**config.mk**
```make
export PLATFORM = sky130hd
export DESIGN_NAME = uart_tx_8n1
export DESIGN_NICKNAME = d
export VERILOG_FILES = /design/src/rtl/uart_tx_8n1.sv
export SDC_FILE = /design/constraint.sdc
export NUM_CORES = 1
export LEC_CHECK = 0
export BUFFER_PORTS_ARGS = -buffer_cell sky130_fd_sc_hd__buf_2
export CAP_MARGIN = 20
export CORE_MARGIN = 1.5
export CORE_UTILIZATION = 38
export DETAILED_ROUTE_END_ITERATION = 6
export SLEW_MARGIN = 10
export SYNTH_ARGS = -nofsm -noshare
export SYNTH_HDL_FRONTEND = slang
export SYNTH_SLANG_ARGS = --single-unit
```
**constraint.sdc**
```tcl
create_clock -name clk -period 1.8 [get_ports clk]
set_input_delay 0.18 -clock clk [delete_from_list [all_inputs] [get_ports clk]]
set_output_delay 0.18 -clock clk [all_outputs]
set_load 0.02 [all_outputs]
```
**src/rtl/uart_tx_8n1.sv**
```systemverilog
// 8N1 UART transmitter: START/DATA/STOP FSM with a BAUD_DIV-cycle bit timer, LSB first, idle high.
// Latency: tx drops one cycle after acceptance. Accepts a byte only while tx_ready=1; there is no queuing.
module uart_tx_8n1 #(
    parameter int BAUD_DIV = 868
) (
    input  logic       clk,
    input  logic       reset,
    input  logic       tx_start,
    input  logic [7:0] tx_data,
    output logic       tx_ready,
    output logic       tx_done,
    output logic       tx,
    output logic [1:0] tx_stat
);

    localparam logic [15:0] LAST = 16'(BAUD_DIV - 1);

    typedef enum logic [1:0] {
        IDLE  = 2'd0,
        START = 2'd1,
        DATA  = 2'd2,
        STOP  = 2'd3
    } state_t;

    state_t      state, state_n;
    logic [15:0] cnt, cnt_n;
    logic [2:0]  idx, idx_n;
    logic [7:0]  shreg, shreg_n;
    logic        bit_end;
    logic        tx_n;

    assign bit_end = (cnt == LAST);

    always_comb begin
        state_n = state;
        cnt_n   = cnt;
        idx_n   = idx;
        shreg_n = shreg;
        case (state)
            IDLE: begin
                cnt_n = '0;
                idx_n = '0;
                if (tx_start) begin
                    state_n = START;
                    shreg_n = tx_data;
                end
            end
            START: begin
                if (bit_end) begin
                    state_n = DATA;
                    cnt_n   = '0;
                end else begin
                    cnt_n = cnt + 16'd1;
                end
            end
            DATA: begin
                if (bit_end) begin
                    cnt_n   = '0;
                    shreg_n = {1'b0, shreg[7:1]};
                    if (idx == 3'd7) begin
                        // last data bit done: go to STOP rather than wrapping the index
                        state_n = STOP;
                        idx_n   = '0;
                    end else begin
                        idx_n = idx + 3'd1;
                    end
                end else begin
                    cnt_n = cnt + 16'd1;
                end
            end
            STOP: begin
                if (bit_end) begin
                    state_n = IDLE;
                    cnt_n   = '0;
                end else begin
                    cnt_n = cnt + 16'd1;
                end
            end
            default: begin
                state_n = IDLE;
                cnt_n   = '0;
                idx_n   = '0;
                shreg_n = '0;
            end
        endcase
    end

    // Outputs are registered from next-state values so they line up with the state they describe.
    always_comb begin
        tx_n = 1'b1;
        case (state_n)
            START:   tx_n = 1'b0;
            DATA:    tx_n = shreg_n[0];
            default: tx_n = 1'b1;
        endcase
    end

    always_ff @(posedge clk) begin
        if (reset) begin
            state    <= IDLE;
            cnt      <= '0;
            idx      <= '0;
            shreg    <= '0;
            tx       <= 1'b1;
            tx_ready <= 1'b1;
            tx_done  <= 1'b0;
            tx_stat  <= 2'd0;
        end else begin
            state    <= state_n;
            cnt      <= cnt_n;
            idx      <= idx_n;
            shreg    <= shreg_n;
            tx       <= tx_n;
            tx_ready <= (state_n == IDLE);
            tx_done  <= (state_n == STOP) && (cnt_n == LAST);
            tx_stat  <= state_n;
        end
    end

endmodule
```
==> out/results.ini <==
[outcome]
status = completed

[power]
powerDensity_nw_per_um2 = 727
peakVddDrop_uv = 286
combPwrFrac_pct = 6.9
p_int_mw = 1.08
p_clk_share_pct = 40.3
seq_power_share_pct = 52.9
swShare_pct = 22.5
switchingPower_mw = 0.313
p_leak_nw = 0.695

[setup_path]
critPathLaunchType = flop
worstPathArrival_ns = 1.88
crit_path_max_fanout = 3
end_kind = flop
crit_family = simple AND/OR/NAND/NOR gates
critPathKind = reg -> reg
crit_path_top_delay_cell = or4b_1
path_buf_inv = 0
cp.required_ns = 2.00
max_stage_delay_ns = 0.53
cp_cell_sequence = nand3_4, or4b_1, a31oi_2, o2111ai_1, nor4b_2

[route]
drt_iter0_drc = 74
num_vias = 1344
wl_per_cell_um = 13.4
ant_nets = 0
dr.pass1.iters = 4
drcViolationCount = 0
wl_um = 3410
viasPerCell = 5.27

[cts]
clock_sinks = 32
clkTransAtPathRegs_ns = 0.07
tritoncts = done
cts_buffers = 5
clk_latency_ns = 0.28
root_buffer = clkbuf_8
cts_buffer_depth = 2
htree_levels = 2
post-cts-setup-buffers = 0

[timing]
slew_viol_final = 0
skew_ns = 0.00757
fmax_ghz = 0.596
hold_viol_final = 0
tightest_slew_ns = 0.382
final-setup-viol-count = 0
relSlewSlack_pct = 74.5
finalCriticalPeriod_ns = 1.68
rsz0062_at_grt = false
tns_ns = 0
period_share_pct = 93.2

[hold_path]
hold_class = in -> reg

[yosys]
syn_nets = 191
synth_edf_count = 0
yosys_warnings = 0
synth_area_sq_um = 1600
netlist.top_cell.by_area = dfxtp_1
ys_seq_elements = 32
syn-instance-count = 177
yosysSeqAreaShare_pct = 40.1
syn_avg_cell_area_sq_um = 9.03
synth_cell_types = 47
synth_top_area_share_pct = 40.1
yosys-top-cells-area = dfxtp_1 40%, nor2_1 6.1%, xnor2_1 4.4%, xor2_1 4.4%, a21oi_1 3.8%
async_flop_share_pct = 0
ys.flop_type = dfxtp_1

[finish]
area_growth_pct = 20.1
antennaDiodeCount = 0
design_area_sq_um = 1920
drive_gt1_share_pct = 27.8
fin_nets = 218

[global_route]
grt_usage_pct = 16.3
grt_max_degree = 16
first_global_vias = 1256
grt_pass1_wl_um = 5610
overflow = 0
antenna_found_initial = 0

[die]
die_w_um = 67.9
pin_count = 16
rows = 23
die_height_um = 67.9
start_util_pct = 39.7
fp.coreArea_sq_um = 4030
die_area_sq_um = 4610

[job]
cap_violations = 0

[placement]
place_area_sq_um = 1790
hpwlAfterDp_um = 2450
gp_congestion = 0.858
io_buffer_count = 15

kinds of logic (layout without fill, tap and decap cells):
logic type | Yosys count | in the layout | share of synthesized area, %
AND/OR/NAND/NOR | 82 | 82 | 30.7
flip-flops | 32 | 32 | 40.1
adder cells (fa/ha/maj) | 3 | 3 | 2.35
XOR/XNOR | 16 | 16 | 8.76
AO/OA/AOI/OAI | 32 | 32 | 13.2
buffers and inverters | 11 | 39 | 4.22
multiplexers | 1 | 1 | 0.704
worst paths after layout:
check                                start       end  slack (ns)  cells past startpoint
worst max-delay path                cnt[2]   tx_done        0.12                      5
worst min-delay path            tx_data[7]  shreg[7]        0.14                      3
worst max register to register      cnt[2]   tx_done        0.12                      5
worst min register to register    shreg[2]  shreg[2]        0.46                      2
metrics by stage:
step	util (%)	power [mW]	worst slack (ns)	hold WS, ns	cells
floorplan	-	0.808	0.0000399	0.249	177
global placement	44.4	0.845	-0.00528	0.426	247
detailed placement	44.4	0.848	-0.00622	0.433	247
CTS	46.9	1.41	0.00567	0.131	255
global route	47.7	1.46	0.00881	0.133	255
finish	47.7	1.40	0.123	0.137	255
synthesized netlist by cell type, types with 2 or more instances:
cell type / number
a31oi_1: 2
nor4_1: 4
nand2b_1: 2
nor2_2: 2
inv_1: 3
nor4b_2: 2
nand2_1: 15
o31ai_1: 2
dfxtp_1: 32
and4_1: 3
and4_2: 2
xor2_1: 8
nand3_1: 5
xnor2_1: 8
nand4_1: 6
ha_1: 3
buf_6: 2
buf_2: 2
a22oi_1: 8
buf_4: 2
and4b_1: 2
nor2_1: 26
a21oi_1: 12
repair_timing:
item,CTS,global route
gates resized for setup,2,7
pin swaps,0,2
hold buffers,0,0
endpoints found under the setup margin,1,11
sequential cells by signal, summed over array words and instances (netlist names):
name,flops
cnt,16
idx,3
shreg,8
state,2
tx,1
tx_done,1
tx_ready,1
tightest hold or removal path: cells and delay by family:
family          cells  cell delay (ns)
compound gates      1             0.05
simple gates        1             0.05
buf+inv             1             0.09
metal layers:
layer | vias to the layer above | global-route usage, % | routed length [um]
met1 | 616 | 20.4 | 1660
met3 | 6 | 5.10 | 156
met2 | 31 | 25.4 | 1540
met5 | - | 0 | 0
met4 | 0 | 8.00 | 56
li1 | 691 | - | -
power groups by stage:
stage | sequential, mW | clock, mW | combinational (mW)
finish | 0.738 | 0.562 | 0.0959
global route | 0.740 | 0.615 | 0.105
CTS | 0.737 | 0.577 | 0.0951
detailed placement | 0.753 | 0 | 0.0945
global placement | 0.753 | 0 | 0.0926
floorplan | 0.760 | 0 | 0.0485
final cells by class:
type,count,area (sq um)
fillers,394,2110
multi-input cells,134,938
flip-flops and latches,32,646
repair buffers,28,173
clock buffers,8,90.1
well taps,50,62.6
inverters,3,11.3
layout by cell type, fill, tap and decap left out, drive strengths merged, types with 2 or more instances in the layout:
cell type and n:
inv 3, nor3b 2, xnor2 8, clkbuf 8, xor2 8, nand3 6
a22oi 8, nor2 28, o21ai 2, ha 3, o31ai 2, dfxtp 32
a31oi 2, nand2 15, nand4 6, nor4b 2, buf 28, nor4 5
a21oi 12, and4 5, and4b 2, nand2b 2
Power figures use the tool's default switching activity.
